$ cat config.mk
export PLATFORM = sky130hd
export DESIGN_NAME = morse_key_sequencer
export DESIGN_NICKNAME = d
export VERILOG_FILES = /design/src/rtl/morse_pkg.sv /design/src/rtl/morse_unit_timer.sv /design/src/rtl/morse_key_sequencer.sv
export SDC_FILE = /design/constraint.sdc
export NUM_CORES = 1
export LEC_CHECK = 0
export CAP_MARGIN = 20
export CORE_ASPECT_RATIO = 0.7
export CORE_MARGIN = 8
export CORE_UTILIZATION = 47
export DETAILED_ROUTE_END_ITERATION = 8
export GPL_TIMING_DRIVEN = 0
export PLACE_DENSITY_LB_ADDON = 0.15
export REMOVE_ABC_BUFFERS = 1
export SYNTH_ARGS = -nofsm -noshare
export SYNTH_HDL_FRONTEND = slang
export SYNTH_SLANG_ARGS = --single-unit
export TNS_END_PERCENT = 100
$ cat constraint.sdc
create_clock -name clk -period 1.65 [get_ports clk]
set_input_delay 0.4125 -clock clk [delete_from_list [all_inputs] [get_ports clk]]
set_output_delay 0.4125 -clock clk [all_outputs]
set_load 0.005 [all_outputs]
$ cat src/rtl/morse_pkg.sv
// ---------------------------------------------------------------------------
// morse_pkg
// Shared definitions for the Morse key sequencer:
//   - FSM state encoding (IDLE, LOAD, CAPTURE, MARK, SPACE, CGAP, WGAP)
//   - code/symbol widths and the supported code range
//   - find_below(): picks the next present symbol position below a limit
// ---------------------------------------------------------------------------
package morse_pkg;

    localparam int CODE_W = 6;
    localparam int SYM_W  = 5;

    localparam logic [CODE_W-1:0] NUM_MAX    = 6'd35;
    localparam logic [CODE_W-1:0] SPACE_CODE = 6'd36;

    typedef enum logic [2:0] {
        IDLE    = 3'd0,
        LOAD    = 3'd1,
        CAPTURE = 3'd2,
        MARK    = 3'd3,
        SPACE   = 3'd4,
        CGAP    = 3'd5,
        WGAP    = 3'd6
    } state_t;

    typedef struct packed {
        logic       found;
        logic [2:0] idx;
    } sym_sel_t;

    // Highest position strictly below 'limit' whose display bit is set.
    // Symbols play from the top position downwards, so this gives both the
    // first symbol (limit = SYM_W) and the one following position 'limit'.
    function automatic sym_sel_t find_below(input logic [SYM_W-1:0] disp,
                                            input int limit);
        sym_sel_t r;
        r = '0;
        for (int i = 0; i < SYM_W; i++) begin
            if (i < limit && disp[i]) begin
                r.found = 1'b1;
                r.idx   = 3'(i);
            end
        end
        return r;
    endfunction

endpackage

$ cat src/rtl/morse_unit_timer.sv
// ---------------------------------------------------------------------------
// morse_unit_timer
// Loadable down-counter. The sequencer loads it with (duration - 1) on entry
// to each timed state and leaves the state when zero is high.
// Ports:
//   clk       in   system clock
//   reset     in   asynchronous, active-low reset
//   load      in   load load_val this cycle (takes priority over counting)
//   load_val  in   W  value to load
//   zero      out  count has reached zero
// ---------------------------------------------------------------------------
module morse_unit_timer #(
    parameter int W = 4
) (
    input  logic         clk,
    input  logic         reset,
    input  logic         load,
    input  logic [W-1:0] load_val,
    output logic         zero
);

    logic [W-1:0] count;

    // Count down to zero and hold there until the next load.
    always_ff @(posedge clk or negedge reset) begin
        if (!reset) begin
            count <= '0;
        end else if (load) begin
            count <= load_val;
        end else if (count != '0) begin
            count <= count - 1'b1;
        end
    end

    assign zero = (count == '0);

endmodule

$ cat src/rtl/morse_key_sequencer.sv
// ---------------------------------------------------------------------------
// morse_key_sequencer
// Accepts one character code per handshake (0-9 digits, 10-35 = A-Z), asks
// the external codifMorse encoder for its 5-symbol pattern and plays that
// pattern out as a timed on/off key line.
//   dot = 1 unit, dash = DASH_UNITS, inter-symbol gap = 1 unit,
//   trailing gap = CHAR_GAP_UNITS, one unit = UNIT_CYCLES clocks.
// Optional feature macro: MORSE_WORD_GAP_EN -- code 36 becomes a word space
// (WORD_GAP_UNITS of silence); without it code 36 is reported as invalid.
// Ports:
//   clk          in   system clock
//   reset        in   asynchronous, active-low reset
//   char_valid   in   char_num is valid
//   char_num     in   6  character code
//   char_ready   out  sequencer can accept a character (IDLE only)
//   enc_num      out  6  code presented to codifMorse.num
//   enc_ready    out  codifMorse.ready strobe (LOAD only)
//   enc_morse    in   5  codifMorse.morse: 1 = dash, 0 = dot
//   enc_display  in   5  codifMorse.display: 1 = symbol position present
//   key_out      out  key line, high while a dot or dash sounds
//   sym_dash     out  high while key_out is high for a dash
//   busy         out  character in progress
//   err_invalid  out  one-cycle pulse for an unsupported accepted code
// ---------------------------------------------------------------------------
module morse_key_sequencer
    import morse_pkg::*;
#(
    parameter int UNIT_CYCLES    = 4,
    parameter int DASH_UNITS     = 3,
    parameter int CHAR_GAP_UNITS = 3,
    parameter int WORD_GAP_UNITS = 7
) (
    input  logic              clk,
    input  logic              reset,
    input  logic              char_valid,
    input  logic [CODE_W-1:0] char_num,
    output logic              char_ready,
    output logic [CODE_W-1:0] enc_num,
    output logic              enc_ready,
    input  logic [SYM_W-1:0]  enc_morse,
    input  logic [SYM_W-1:0]  enc_display,
    output logic              key_out,
    output logic              sym_dash,
    output logic              busy,
    output logic              err_invalid
);

    localparam int GAP_MAX  = (CHAR_GAP_UNITS > WORD_GAP_UNITS) ? CHAR_GAP_UNITS : WORD_GAP_UNITS;
    localparam int UNIT_MAX = (DASH_UNITS > GAP_MAX) ? DASH_UNITS : GAP_MAX;
    localparam int CNT_W    = $clog2(UNIT_CYCLES * UNIT_MAX + 1);

    // Timer load values are durations minus one: the state is left when the
    // counter reads zero.
    localparam logic [CNT_W-1:0] DOT_T   = CNT_W'(UNIT_CYCLES - 1);
    localparam logic [CNT_W-1:0] DASH_T  = CNT_W'(UNIT_CYCLES * DASH_UNITS - 1);
    localparam logic [CNT_W-1:0] SPACE_T = CNT_W'(UNIT_CYCLES - 1);
    localparam logic [CNT_W-1:0] CGAP_T  = CNT_W'(UNIT_CYCLES * CHAR_GAP_UNITS - 1);
    // An invalid code spends two cycles in CGAP so err_invalid can be a
    // registered pulse and char_ready returns two edges after the transfer.
    localparam logic [CNT_W-1:0] INV_T   = CNT_W'(1);
`ifdef MORSE_WORD_GAP_EN
    localparam logic [CNT_W-1:0] WGAP_T  = CNT_W'(UNIT_CYCLES * WORD_GAP_UNITS - 1);
`endif

    state_t              state;
    logic [SYM_W-1:0]    morse_q;
    logic [SYM_W-1:0]    disp_q;
    logic [2:0]          idx;
    logic                inv;
    logic                take;
    logic                code_ok;
    logic                tm_load;
    logic [CNT_W-1:0]    tm_val;
    logic                tm_zero;
    sym_sel_t            first;
    sym_sel_t            below;

    assign take    = char_valid && char_ready;
    assign code_ok = (char_num <= NUM_MAX);
    assign first   = find_below(enc_display, SYM_W);
    assign below   = find_below(disp_q, int'(idx));

    morse_unit_timer #(
        .W (CNT_W)
    ) u_timer (
        .clk      (clk),
        .reset    (reset),
        .load     (tm_load),
        .load_val (tm_val),
        .zero     (tm_zero)
    );

    // Timer loads happen on the same edges where the FSM enters a timed
    // state, so the count is ready on the first cycle in that state.
    always_comb begin
        tm_load = 1'b0;
        tm_val  = '0;
        case (state)
            IDLE: begin
                if (take && !code_ok) begin
                    tm_load = 1'b1;
`ifdef MORSE_WORD_GAP_EN
                    tm_val  = (char_num == SPACE_CODE) ? WGAP_T : INV_T;
`else
                    tm_val  = INV_T;
`endif
                end
            end
            CAPTURE: begin
                tm_load = 1'b1;
                if (!first.found)
                    tm_val = CGAP_T;
                else if (enc_morse[first.idx])
                    tm_val = DASH_T;
                else
                    tm_val = DOT_T;
            end
            MARK: begin
                if (tm_zero) begin
                    tm_load = 1'b1;
                    tm_val  = below.found ? SPACE_T : CGAP_T;
                end
            end
            SPACE: begin
                if (tm_zero) begin
                    tm_load = 1'b1;
                    tm_val  = morse_q[idx] ? DASH_T : DOT_T;
                end
            end
            default: begin
            end
        endcase
    end

    // Sequencer FSM. char_ready/busy/enc_ready are set on the edge that
    // enters their state; key_out, sym_dash and err_invalid are registered
    // from the current state, which puts the key rise three edges after the
    // transfer while keeping every mark and gap its exact length.
    always_ff @(posedge clk or negedge reset) begin
        if (!reset) begin
            state       <= IDLE;
            enc_num     <= '0;
            morse_q     <= '0;
            disp_q      <= '0;
            idx         <= '0;
            inv         <= 1'b0;
            char_ready  <= 1'b1;
            busy        <= 1'b0;
            enc_ready   <= 1'b0;
            key_out     <= 1'b0;
            sym_dash    <= 1'b0;
            err_invalid <= 1'b0;
        end else begin
            key_out     <= (state == MARK);
            sym_dash    <= (state == MARK) && morse_q[idx];
            err_invalid <= (state == CGAP) && inv && !tm_zero;
            enc_ready   <= 1'b0;
            case (state)
                IDLE: begin
                    if (take) begin
                        enc_num    <= char_num;
                        char_ready <= 1'b0;
                        busy       <= 1'b1;
                        if (code_ok) begin
                            state     <= LOAD;
                            enc_ready <= 1'b1;
                        end
`ifdef MORSE_WORD_GAP_EN
                        else if (char_num == SPACE_CODE) begin
                            state <= WGAP;
                        end
`endif
                        else begin
                            state <= CGAP;
                            inv   <= 1'b1;
                        end
                    end
                end
                LOAD: begin
                    state <= CAPTURE;
                end
                CAPTURE: begin
                    morse_q <= enc_morse;
                    disp_q  <= enc_display;
                    if (first.found) begin
                        idx   <= first.idx;
                        state <= MARK;
                    end else begin
                        state <= CGAP;
                    end
                end
                MARK: begin
                    if (tm_zero) begin
                        if (below.found) begin
                            idx   <= below.idx;
                            state <= SPACE;
                        end else begin
                            state <= CGAP;
                        end
                    end
                end
                SPACE: begin
                    if (tm_zero)
                        state <= MARK;
                end
                CGAP, WGAP: begin
                    if (tm_zero) begin
                        state      <= IDLE;
                        inv        <= 1'b0;
                        char_ready <= 1'b1;
                        busy       <= 1'b0;
                    end
                end
                default: begin
                    state <= IDLE;
                end
            endcase
        end
    end

endmodule

==> flow_summary.ini <==
[floorplan]
coreArea_mm2 = 0.00356
die_width_um = 89.4
io_pins = 31
die_area_mm2 = 0.00602
die-height_um = 67.4
rows = 18
initial_utilization = 0.498

[synthesis]
synth-seq-area-share = 0.481
ys_types = 48
synthArstFlopShare = 1.00
yosys_register_bits = 34
mappedNetlistArea_mm2 = 0.00177
syn-instance-count = 168
post_synth.cell_area_avg_um2 = 10.6
synthFlopType = sky130_fd_sc_hd__dfrtp_1
synth-edff-count = 0
yosys_warnings = 0

[sta]
finalSetupViolCount = 15
grt_setup_unrepaired = yes
fin_worst_skew_ns = 0.00529
hold_violations_final = 0
period_needed_ns = 1.92
layout_worst_path_cycle_share = 1.17
max_clock_freq_ghz = 0.520
worst-slew-pin-transition_ns = 0.765
setup_tns_ns = -3.03
postLayoutSetupSlackWorst_ns = -0.274
report.final.slew_viol_count = 0
hold-worst-slack_ns = 0.192
relSlewSlack = 0.490

[cells_and_area]
areaGrowthSynthToFinish_pct = 43.4
mostFrequentLayoutCell = sky130_fd_sc_hd__dfrtp_1
post_route_cells_drive_above_1_share = 0.386
multiInputGateArea_mm2 = 0.00103
final-seq-area_um2 = 861
design.final.nets = 241
mostFrequentLayoutCells = sky130_fd_sc_hd__dfrtp_1, sky130_fd_sc_hd__clkdlybuf4s50_1, sky130_fd_sc_hd__buf_4
finalNonFillerCells = 270
insertedDiodeCount = 0
layout.filler_cells = 286

[global_route]
grt_start_max_net_pins = 35
antenna_found_initial = 0
number_of_global_route_vias_before_repair = 1493
grt_overflow_total = 0
global_route.usage.total = 0.160
grt_first_pass_wirelength_um = 7400

[clocking]
clkSlewWorstSetupHoldPaths_ns = 0.07
tritoncts = yes
cts_inserted_buffers = 5
cts.sinks = 34
clkLatencyLatePin_ns = 0.29
clockRootBuffer = sky130_fd_sc_hd__clkbuf_8
cts_hold_buffers = 0
clk_path_buf_depth = 2
htree_levels = 2

[placement]
dp_hpwl_um = 2930
placed_cells = 238
gp_congestion = 0.828
place.port_buffers = 30

[run_status]
outcome = finished, violations left
failed_checks = negative setup slack

[worst_setup_path]
worstPathArrival_ns = 2.10
endpoint_kind = flop
timing.critical_path.fanout_max = 5
critical_path.startpoint_type = flop
worst_ep_required_time_ns = 1.83
crit_type = reg -> reg

[drt]
antenna_violating_nets_post_route = 0
first_pass_iters = 4
avgRoutedWirePerCell_um = 18.1
drc_errors = 0
route.vias.total = 1577
detail_route.iter0.violations = 154
wirelength_um = 4880
viasPerCell = 5.84

[pwr]
irDropWorstVdd_mv = 1.18
p_total_mw = 5.02
power_leakage_nw = 1.05
power.density_mw_per_mm2 = 1970

[min_path]
holdCritPathClass = in -> async

[job]
maxCapViolCount = 0
## cell type report
class / count / share of cell area
Clock buffer: 5 / 0.0271
Clock inverter: 2 / 0.00394
Inverter: 7 / 0.0103
Multi-Input combinational cell: 119 / 0.405
Sequential cell: 34 / 0.339
Tap cell: 50 / 0.0246
Timing Repair Buffer: 53 / 0.191
## worst paths after layout
path,from,end,slack [ns],depth (start not counted)
max in group asynchronous,reset,state[1],0.90,1
worst min-delay path,reset,morse_q[1],0.19,1
min in group clk,enc_num[2],enc_num[2],0.51,1
worst min register to register,enc_num[2],enc_num[2],0.51,1
worst max-delay path,u_timer.count[1],idx[0],-0.27,6
worst max register to register,u_timer.count[1],idx[0],-0.27,6
## what timing repair did
action                                  in CTS  in global routing
gates cloned                                 0                  2
gates resized for setup                     19                 29
endpoints found under the setup margin      33                 30
buffers inserted                            13                 10
pin swaps                                    2                  6
## where the power goes
group	internal, mW	switching, mW	total [mW]
Sequential	1.27	0.475	1.74
Clock	0.283	0.304	0.587
Combinational	1.50	1.19	2.69
## registers in the layout (all words and copies together), names as in the netlist
name           flops
state              3
u_timer.count      5
busy               1
disp_q             5
idx                3
inv                1
char_ready         1
enc_ready          1
key_out            1
enc_num            6
sym_dash           1
morse_q            5
err_invalid        1
## cell usage after synthesis, types with 2 or more instances
library cell / instances / area [µm²]
sky130_fd_sc_hd__nor2_1: 14 / 52.6
sky130_fd_sc_hd__mux2_2: 16 / 180
sky130_fd_sc_hd__inv_1: 7 / 26.3
sky130_fd_sc_hd__nand3_1: 4 / 20.0
sky130_fd_sc_hd__nor4_1: 2 / 12.5
sky130_fd_sc_hd__a21oi_1: 6 / 30.0
sky130_fd_sc_hd__nand3b_1: 2 / 15.0
sky130_fd_sc_hd__nor2b_1: 3 / 18.8
sky130_fd_sc_hd__o21ai_2: 2 / 17.5
sky130_fd_sc_hd__nand2b_1: 2 / 12.5
sky130_fd_sc_hd__a21o_1: 4 / 30.0
sky130_fd_sc_hd__o221a_2: 2 / 22.5
sky130_fd_sc_hd__nand2_1: 9 / 33.8
sky130_fd_sc_hd__a31oi_1: 2 / 12.5
sky130_fd_sc_hd__o21ai_0: 10 / 50.1
sky130_fd_sc_hd__buf_2: 3 / 15.0
sky130_fd_sc_hd__o21ai_1: 2 / 10.0
sky130_fd_sc_hd__xnor2_1: 3 / 26.3
sky130_fd_sc_hd__mux2_1: 2 / 22.5
sky130_fd_sc_hd__ha_1: 2 / 25.0
sky130_fd_sc_hd__clkbuf_1: 6 / 22.5
sky130_fd_sc_hd__nor3_1: 3 / 15.0
sky130_fd_sc_hd__or3_1: 2 / 12.5
sky130_fd_sc_hd__dfrtp_1: 33 / 826
sky130_fd_sc_hd__o31ai_1: 4 / 30.0
## worst max-delay path, stage by stage, from the launching register on
cell and delay [ns]:
sky130_fd_sc_hd__dfrtp_1 0.40, sky130_fd_sc_hd__inv_2 0.09, sky130_fd_sc_hd__ha_4 0.13, sky130_fd_sc_hd__or4b_4 0.53, sky130_fd_sc_hd__a21oi_4 0.19, sky130_fd_sc_hd__o221ai_4 0.14
sky130_fd_sc_hd__mux2_4 0.32
## cell families after synthesis
| group | share of synthesized area |
|---|---|
| DFF | 0.481 |
| xor gates and xnor gates | 0.0148 |
| buffers and inverters | 0.0381 |
| and+or+nand+nor | 0.138 |
| muxes | 0.120 |
| AOI/OAI and AO/OA | 0.195 |
| adders and majority gates | 0.0141 |
## routing by layer
metal / vias to the layer above / share of wire / global-route usage
met2: 71 / 0.49 / 0.245
met4: 0 / 0.0090 / 0.0557
met5: - / 0 / 0
met3: 7 / 0.068 / 0.0497
li1: 721 / - / -
met1: 778 / 0.43 / 0.211
## stage by stage
stage	util	area, µm²	setup slack [ns]
after floorplan	-	1730	-0.715
after global placement	0.589	2090	-1.18
after detailed placement	0.589	2100	-0.744
after CTS	0.658	2340	-0.236
after global routing	0.714	2540	-0.338
final	0.714	2540	-0.274
Power figures use the tool's default switching activity.
